**src/rtl/bus_arbiter.sv**
```systemverilog
// Two-master, three-slave bus arbiter with split-transaction parking
// and a per-tenure bus-hold watchdog.
module bus_arbiter #(
    parameter int SLAVE_LEN = 2,
    parameter int MAX_COUNT = 500
) (
    input  logic                 clk,
    input  logic                 rst,
    input  logic                 m1_request,
    input  logic                 m2_request,
    input  logic [SLAVE_LEN-1:0] m1_slave_sel,
    input  logic [SLAVE_LEN-1:0] m2_slave_sel,
    input  logic                 trans_done,
    input  logic [2:0]           s_split_en,
    output logic                 m1_grant,
    output logic                 m2_grant,
    output logic                 arbiter_busy,
    output logic                 bus_busy,
    output logic [SLAVE_LEN-1:0] slave_sel,
    output logic                 timeout
);

    localparam int CW = $clog2(MAX_COUNT + 1);
    localparam logic [CW-1:0] CNT_LAST = CW'(MAX_COUNT - 1);
    localparam logic [CW-1:0] CNT_ONE  = CW'(1);

    typedef enum logic [1:0] {
        IDLE,
        ARB,
        BUSY
    } state_t;

    state_t               state;
    logic                 win_m2;
    logic                 last_m2;
    logic [1:0]           split_pending;
    logic [SLAVE_LEN-1:0] split_slave [2];
    logic [CW-1:0]        cnt;

    logic elig1;
    logic elig2;
    logic pick_m2;
    logic gnt_req;
    logic cur_split;

    // Split line of slave number sel (1..3); no slave for other codes.
    function automatic logic split_hit(
        input logic [SLAVE_LEN-1:0] sel,
        input logic [2:0]           en
    );
        logic hit;
        hit = 1'b0;
        for (int i = 0; i < 3; i++) begin
            if (int'(sel) == i + 1) hit = en[i];
        end
        return hit;
    endfunction

    // Eligibility and winner choice; parked masters go first.
    always_comb begin
        elig1 = m1_request && (m1_slave_sel != '0)
              && !(split_pending[0] && split_hit(split_slave[0], s_split_en))
              && !(split_pending[1] && m1_slave_sel == split_slave[1]);
        elig2 = m2_request && (m2_slave_sel != '0)
              && !(split_pending[1] && split_hit(split_slave[1], s_split_en))
              && !(split_pending[0] && m2_slave_sel == split_slave[0]);
        if (elig1 && split_pending[0])      pick_m2 = 1'b0;
        else if (elig2 && split_pending[1]) pick_m2 = 1'b1;
        else if (elig1 && elig2)            pick_m2 = !last_m2;
        else                                pick_m2 = elig2;
        gnt_req   = win_m2 ? m2_request : m1_request;
        cur_split = split_hit(slave_sel, s_split_en);
    end

    // Arbitration FSM with registered grant/status outputs.
    always_ff @(posedge clk) begin
        if (!rst) begin
            state          <= IDLE;
            win_m2         <= 1'b0;
            last_m2        <= 1'b1;
            split_pending  <= '0;
            split_slave[0] <= '0;
            split_slave[1] <= '0;
            cnt            <= '0;
            m1_grant       <= 1'b0;
            m2_grant       <= 1'b0;
            arbiter_busy   <= 1'b0;
            bus_busy       <= 1'b0;
            slave_sel      <= '0;
            timeout        <= 1'b0;
        end else begin
            timeout <= 1'b0;
            unique case (state)
                IDLE: begin
                    if (elig1 || elig2) begin
                        state        <= ARB;
                        win_m2       <= pick_m2;
                        m1_grant     <= !pick_m2;
                        m2_grant     <= pick_m2;
                        arbiter_busy <= 1'b1;
                        slave_sel    <= pick_m2 ? m2_slave_sel
                                                : m1_slave_sel;
                    end
                end
                ARB: begin
                    state                 <= BUSY;
                    bus_busy              <= 1'b1;
                    cnt                   <= '0;
                    split_pending[win_m2] <= 1'b0;
                    split_slave[win_m2]   <= '0;
                end
                BUSY: begin
                    if (trans_done || !gnt_req || cur_split
                        || cnt == CNT_LAST) begin
                        state        <= IDLE;
                        m1_grant     <= 1'b0;
                        m2_grant     <= 1'b0;
                        arbiter_busy <= 1'b0;
                        bus_busy     <= 1'b0;
                        slave_sel    <= '0;
                    end
                    if (trans_done || !gnt_req) begin
                        last_m2 <= win_m2;
                    end else if (cur_split) begin
                        split_pending[win_m2] <= 1'b1;
                        split_slave[win_m2]   <= slave_sel;
                    end else if (cnt == CNT_LAST) begin
                        timeout <= 1'b1;
                        last_m2 <= win_m2;
                    end else begin
                        cnt <= cnt + CNT_ONE;
                    end
                end
                default: state <= IDLE;
            endcase
            if (!m1_request) begin
                split_pending[0] <= 1'b0;
                split_slave[0]   <= '0;
            end
            if (!m2_request) begin
                split_pending[1] <= 1'b0;
                split_slave[1]   <= '0;
            end
        end
    end

endmodule

```
**config.mk**
```make
export PLATFORM = sky130hd
export DESIGN_NAME = bus_arbiter
export DESIGN_NICKNAME = d
export VERILOG_FILES = /design/src/rtl/bus_arbiter.sv
export SDC_FILE = /design/constraint.sdc
export NUM_CORES = 1
export LEC_CHECK = 0
export ABC_AREA = 1
export CAP_MARGIN = 20
export CELL_PAD_IN_SITES_DETAIL_PLACEMENT = 1
export CELL_PAD_IN_SITES_GLOBAL_PLACEMENT = 2
export CORE_MARGIN = 2
export CORE_UTILIZATION = 32
export DETAILED_ROUTE_END_ITERATION = 6
export HOLD_SLACK_MARGIN = 0.1
export PLACE_DENSITY = 0.88
export SYNTH_ARGS = -nofsm -noshare
export SYNTH_HDL_FRONTEND = slang
export SYNTH_SLANG_ARGS = --single-unit
```
**constraint.sdc**
```tcl
create_clock -name clk -period 2.9 [get_ports clk]
set_clock_uncertainty 0.2 [all_clocks]
set_input_delay 0.58 -clock clk [delete_from_list [all_inputs] [get_ports clk]]
set_output_delay 0.58 -clock clk [all_outputs]
set_load 0.01 [all_outputs]
```
==> metrics.md, run 1 <==
| Metric | Value |
|---|---|
| Status | finished, final reports clean |
| RR Endpoint | split_slave[1][0] |
| Crit-path max cell delay | around 360 ps |
| Overall routing resource usage | 0.166 |
| CTS Sinks | 26 |
| Die height | ~75 um |
| Compound-Gate Fraction of Synth Area | 0.102 |
| IO Count | 19 |
| Area share of and/or/nand/nor cells after synthesis | 0.399 |
| Htree depth | 1 |
| Global-route wire length before repair | 7.20 mm |
| Reg2Reg Depth | 8 |
| Comb pwr share | 0.391 |
| Dpl hpwl | 3.31 mm |
| Worst path depth | 8 |
| Lkg Pwr | 0.836 nW |
| Core footprint | ~0.0048 mm2 |
| Clock network power share | 0.241 |
| Top cell type's share of synthesized area | 0.272 |
| Initial DRC count | 42 |
| Die area | around 0.0056 mm2 |
| Worst-path clk slew | approximately 100 ps |
| Final hold slack | between 200 and 300 ps |
| Reg-to-reg setup timing slack | approximately 570 ps |
| Largest area contributor in the netlist | dfxtp_1 |
| Initial Util | 0.338 |
| # hold bufs at CTS | 0 |
| Top cells by count, synth | nand2_1 (76), inv_1 (32), nor2_1 (25), dfxtp_1 (22), a21oi_1 (19) |
| Slew @ Worst Pin | between 600 and 700 ps |
| Total CTS buffers | 3 |
| P_sw | about 0.00047 W |
| Startpoint types | register |
| CP required | around 2700 ps |
| RSZ-0062 raised after global routing | no |
| TNS Setup | 0 ps |
| Seq pwr share | 0.368 |
| Fill cells | 641 |
| Syn_nets | between 200 and 300 |
| Overflow left after global routing | 0 |
| Sequential-to-total area share from yosys stat | 0.347 |
| Final hold violations | 0 |
| Post-Synthesis Cells | between 200 and 250 |
| Largest family of logic cells by synthesized area | simple AND/OR/NAND/NOR gates |
| Core Rows | 25 |
| CTS tree | yes |
| Pwr/cell area | 653 mW/mm2 |
| Area of placed instances | 0.00187 mm2 |
| Avg Cell Area, Syn | 6.54 um2 |
| Buf/Inv on CP | 2 |
| Post-layout util | 0.405 |
| Vias | around 1,600 |
| Max-cap violations | 0 |
| Worst Hold Depth | 2 |
| Setup ws final | between 500 and 600 ps |
| Final Max Tran Viols | 0 |
| Net Sw Frac | 0.370 |
| CP endpoint kind | register |
| Clock buffer depth | 2 |
| Most frequent CP cell | nand2_1 |
| Synth-to-layout area growth | 20.0% |
| P_int | 0.000798 W |
| Initial DRT Pass Iterations | 4 |
| Hold Path Class | reg2reg |
| Fin area | around 0.0019 mm2 |
| Slew headroom | 0.587 |
| CP max FO | 18 |
| CP Capture Point | split_slave[1][0] |
| Final Setup Violations | 0 |
| Largest net degree at the start of global routing | 19 |
| Yosys warning count | 0 |
| Yosys reg bits | 26 |
| Pre-CTS setup slack | 418 ps |
| Primary FF master, synth | dfxtp_1 |
| Vias in the first global route | 1,596 |
| Max Freq | between 400 and 500 MHz |
| Adder-Cell Fraction of Synth Area | 0.0387 |
| CP cell instances | inv_1 > ha_1 > inv_1 > nor2_4 > nand2_1 > o21ai_0 > nand2_1 > nand2_1 |
| Worst VDD drop | around 0.25 mV |
| Critical setup path kind | reg2reg |
| Post-route DRC violation count | 0 |
| Clk Latency, worst-skew pair | approximately 280 ps |
| Share of cells above drive strength 1 | 0.0827 |
| Worst R2R Start | state[0] |
| Final Cycle Share | 0.803 |
| Vias per inst | between 4 and 5 |
| Ys async rst share | 0 |
| Diodes inserted | 0 |
| HP Start | bus_busy |
| Post-synth EDFFs | 4 |
| Crit-path slowest cell | inv_1 |
| I/O Buffers | 18 |
| Synth top area cells | dfxtp_1 (27%), nand2_1 (18%), edfxtp_1 (7.4%) |
| Fin crit period | about 2300 ps |
| Cell Area, Synth | 0.00162 mm2 |
| Total Wirelength | 4.20 mm |
| Post-synthesis xor/xnor area fraction | 0.0217 |
| Top delay family on crit path | simple AND/OR/NAND/NOR gates |
| Post-CTS Resized | 0 |
| Routed length per placed instance | around 13 um |
| Die W | 75.1 um |
| Critical Path Source | state[0] |
| # nets final | approximately 280 |
| CTS root buffer | clkbuf_8 |
| GPL Wtd Cong | around 0.83 |
| Initial antenna violation count | 0 |
| Post-CTS setup buffers | 0 |
| DRT antenna net count | 0 |
| Worst EP arrival | around 2100 ps |
| Proportion of synthesized area in mux cells | 0 |
| Cell variety after synth | 29 |
| Most frequent cell after synthesis | nand2_1 |
## state kept, by name, indices dropped and copies added (netlist names), named ones only
register      flops
arbiter_busy      1
bus_busy          1
cnt               9
last_m2           1
m1_grant          1
m2_grant          1
slave_sel         2
split_slave       4
state             2
timeout           1
win_m2            1
## power groups by stage
stage	logic [W]	registers (W)	clock network (W)
after floorplan	0.000314	0.000479	0
after global placement	0.000494	0.000476	0
after detailed placement	0.000499	0.000476	0
after CTS	0.000504	0.000468	0.000317
after global routing	0.000569	0.000476	0.000325
final	0.000495	0.000466	0.000305
## metrics by stage
stage	std cells	power (W)
after global placement	329	0.000970
after CTS	333	0.00129
final	333	0.00127
after global routing	333	0.00137
after floorplan	247	0.000794
after detailed placement	329	0.000975
## kinds of logic (layout without fill, tap and decap cells)
logic type	after synthesis	after routing
xor+xnor	4	4
fa+ha+maj	5	5
flops	26	26
simple gates	143	143
buf+inv	39	58
compound gates	30	30
## final cells by class
cell class	instances	area, um2	share of cell area
timing repair buffer	18	180	0.0929
clock inverter	1	30.0	0.0155
sequential	26	561	0.289
clock buffer	3	41.3	0.0213
tap	67	83.8	0.0432
multi-input combinational	182	908	0.468
inverter	36	135	0.0697
## placed cells by master, fill, tap and decap left out, types with 5 or more instances in the layout
master	Yosys	final
ha_1	5	5
a21oi_1	19	19
nor2_1	25	25
clkdlybuf4s50_1	0	18
nand4_1	6	6
inv_1	32	32
nand2_1	76	76
nand3_1	16	16
dfxtp_1	22	22
nor3_1	5	5
o21ai_0	5	5
## worst reg2reg max path: cells and delay by family (launching register included)
| family | cells | cell delay, ps |
|---|---|---|
| compound gates | 1 | 260 |
| fa+ha+maj | 1 | 320 |
| buf+inv | 2 | 450 |
| flops | 1 | 350 |
| simple gates | 4 | 480 |
## per-layer routing
metal,global-route usage,share of wire
met5,0,0
met4,0.0357,0.0083
met3,0.0161,0.025
met2,0.307,0.49
met1,0.208,0.47
## worst min path at each step
| stage | to | slack [ps] |
|---|---|---|
| 2_1_floorplan | last_m2 | 240 |
| 3_3_place_gp | bus_busy | 260 |
| 3_5_place_dp | bus_busy | 260 |
| 4_1_cts | bus_busy | 280 |
| 5_1_grt | bus_busy | 320 |
| 6_report | bus_busy | 270 |
Power figures use the tool's default switching activity.
==> run 2, diff against run 1 <==
- CORE_UTILIZATION: 32 -> 30
- PLACE_DENSITY: 0.88 -> 0.83
- clock period: 2.9 -> 2.3 ns (I/O delays scaled with it)
==> run 2 against run 1 <==
Net effect: via count up 1.0%; critical path depth up 1; sequential power up 26%; global-route usage down 1.1 points; sequential cell count unchanged.
==> metrics.md, run 2 (synthesized netlist as in run 1, its figures left out) <==
| Metric | Value |
|---|---|
| Status | finished, final reports clean |
| Worst-path clk slew | 100 ps (about the same) |
| CP endpoint kind | register |
| Initial antenna violation count | 0 (unchanged) |
| Worst EP arrival | 1780 ps (-340 ps) |
| Lkg Pwr | 0.857 nW (+2.6%) |
| CTS root buffer | clkbuf_8 |
| Clock buffer depth | 2 (unchanged) |
| Slew headroom | 0.673 (+0.0865) |
| Post-route DRC violation count | 0 (unchanged) |
| Max-cap violations | 0 (unchanged) |
| Hold Path Class | reg2reg |
| GPL Wtd Cong | 0.737 (-11%) |
| P_sw | 0.000589 W (+26%) |
| I/O Buffers | 18 (unchanged) |
| Initial Util | 0.315 (-0.0233) |
| Post-CTS setup buffers | 0 (unchanged) |
| Die height | 77.4 um (+3.1%) |
| Placed insts | 338 (+2.7%) |
| Post-CTS Resized | 0 (unchanged) |
| Largest net degree at the start of global routing | 15 (-4) |
| Biggest regs | cnt: 9 flops, split_slave: 4 flops |
| Htree depth | 1 (unchanged) |
| # hold bufs at CTS | 0 (unchanged) |
| Most flops, register | cnt |
| Vias in the first global route | 1,643 (+2.9%) |
| Slew @ Worst Pin | 489 ps (-130 ps) |
| Net Sw Frac | 0.384 (+0.0142) |
| Vias | 1,583 (+1.0%) |
| Initial DRT Pass Iterations | 5 (+1) |
| DRT antenna net count | 0 (unchanged) |
| Max FFs per register | 9 (unchanged) |
| Pwr/cell area | 777 mW/mm2 (+19%) |
| Max Freq | about 500 MHz |
| Diodes inserted | 0 (unchanged) |
| Vias per inst | 4.63 (-1.6%) |
| Worst VDD drop | 0.288 mV (+15%) |
| Final Max Tran Viols | 0 (unchanged) |
| Core Rows | 26 (+4.0%) |
| Fill cells | 686 (+7.0%) |
| Total Wirelength | 4.22 mm (+0.38%) |
| CP max FO | 3 (-15) |
| Fin crit period | ~2000 ps |
| Final Cycle Share | 0.865 |
| Clk Latency, worst-skew pair | 280 ps (about the same) |
| Final hold violations | 0 (unchanged) |
| Final hold slack | 267 ps (-5.26 ps) |
| Global-route wire length before repair | 7.48 mm (+3.9%) |
| Share of cells above drive strength 1 | 0.103 (+0.0202) |
| Synth-to-layout area growth | 22.0% |
| Total CTS buffers | 3 (unchanged) |
| P_int | 0.000943 W (+18%) |
| Critical setup path kind | in2reg |
| Dpl hpwl | 3.43 mm (+3.6%) |
| Routed length per placed instance | 12.3 um (-2.3%) |
| Startpoint types | primary input |
| Core footprint | 0.00514 mm2 (+7.4%) |
| Comb pwr share | 0.417 (+0.026) |
| Commonest non-fill, non-tap cell in the layout | nand2_1 |
| RSZ-0062 raised after global routing | no |
| Fin cells | 342 (+2.7%) |
| Initial DRC count | 23 (-45%) |
| TNS Setup | 0 ps (unchanged) |
| CTS Sinks | 26 (unchanged) |
| Overflow left after global routing | 0 (unchanged) |
| CP required | 2090 ps (-600 ps) |
| Die area | 0.00599 mm2 (+6.3%) |
| Die W | 77.4 um (+3.1%) |
| Commonest non-fill, non-tap cells in the layout | nand2_1 (76), inv_1 (32), nor2_1 (25), dfxtp_1 (22), a21oi_1 (19) |
| Final Setup Violations | 0 (unchanged) |
| CTS tree | yes |
| Clock network power share | 0.199 (-0.042) |
| Seq pwr share | 0.384 (+0.016) |
| Overall routing resource usage | 0.155 (-0.0112) |
| # nets final | 290 (+2.1%) |
| IO Count | 19 (unchanged) |
-- run 2: cell types whose count changed in the layout (fill, tap and decap cells not counted) --
cell       change
buf_4          +6
bufinv_16      -1
clkbuf_8       +1
-- run 2: power by group through the flow --
stage          Combinational, W  Clock, W  Sequential [W]
6_report               0.000639  0.000305        0.000588
5_1_grt                0.000732  0.000337        0.000601
4_1_cts                0.000653  0.000325        0.000592
3_5_place_dp           0.000650         0        0.000603
3_3_place_gp           0.000643         0        0.000601
2_1_floorplan          0.000396         0        0.000605
-- run 2: final timing paths --
check | cells after the start | slack (ps) | end | startpoint
worst max-delay path | 9 | 310 | split_slave[0][0] | m2_request
worst min-delay path | 2 | 270 | bus_busy | bus_busy
worst max register to register | 11 | 380 | slave_sel[0] | state[0]
worst min register to register | 2 | 270 | bus_busy | bus_busy
-- run 2: stage by stage --
stage / total power (W) / instance area (um2) / util / worst slack [ps]
finish: 0.00153 / 1970 / 0.384 / 310
floorplan: 0.00100 / 1620 / - / 485
detailed placement: 0.00125 / 1920 / 0.373 / 16.8
CTS: 0.00157 / 1970 / 0.384 / 297
global placement: 0.00124 / 1920 / 0.373 / 37.4
global route: 0.00167 / 1970 / 0.384 / 151
-- run 2: critical path: stages --
cell	delay [ps]
clkdlybuf4s50_1	500
nand2_2	80
nand2_2	100
nand2_4	60
nor2_4	90
nand2_1	70
o21ai_0	230
nand2_1	80
nand2_1	100
-- run 2: routing by layer --
layer	share of wire	wire, um	GRT usage
met1	0.49	2060	0.193
met2	0.48	2010	0.276
met3	0.021	87	0.0209
met4	0.013	55	0.0482
met5	0	0	0
-- run 2: cell type report --
type                       count  area, um2  area share
multi-input combinational    182        908       0.461
tap                           70       87.6      0.0444
sequential                    26        561       0.284
clock buffer                   4       55.1      0.0279
timing repair buffer          24        225       0.114
inverter                      36        135      0.0685
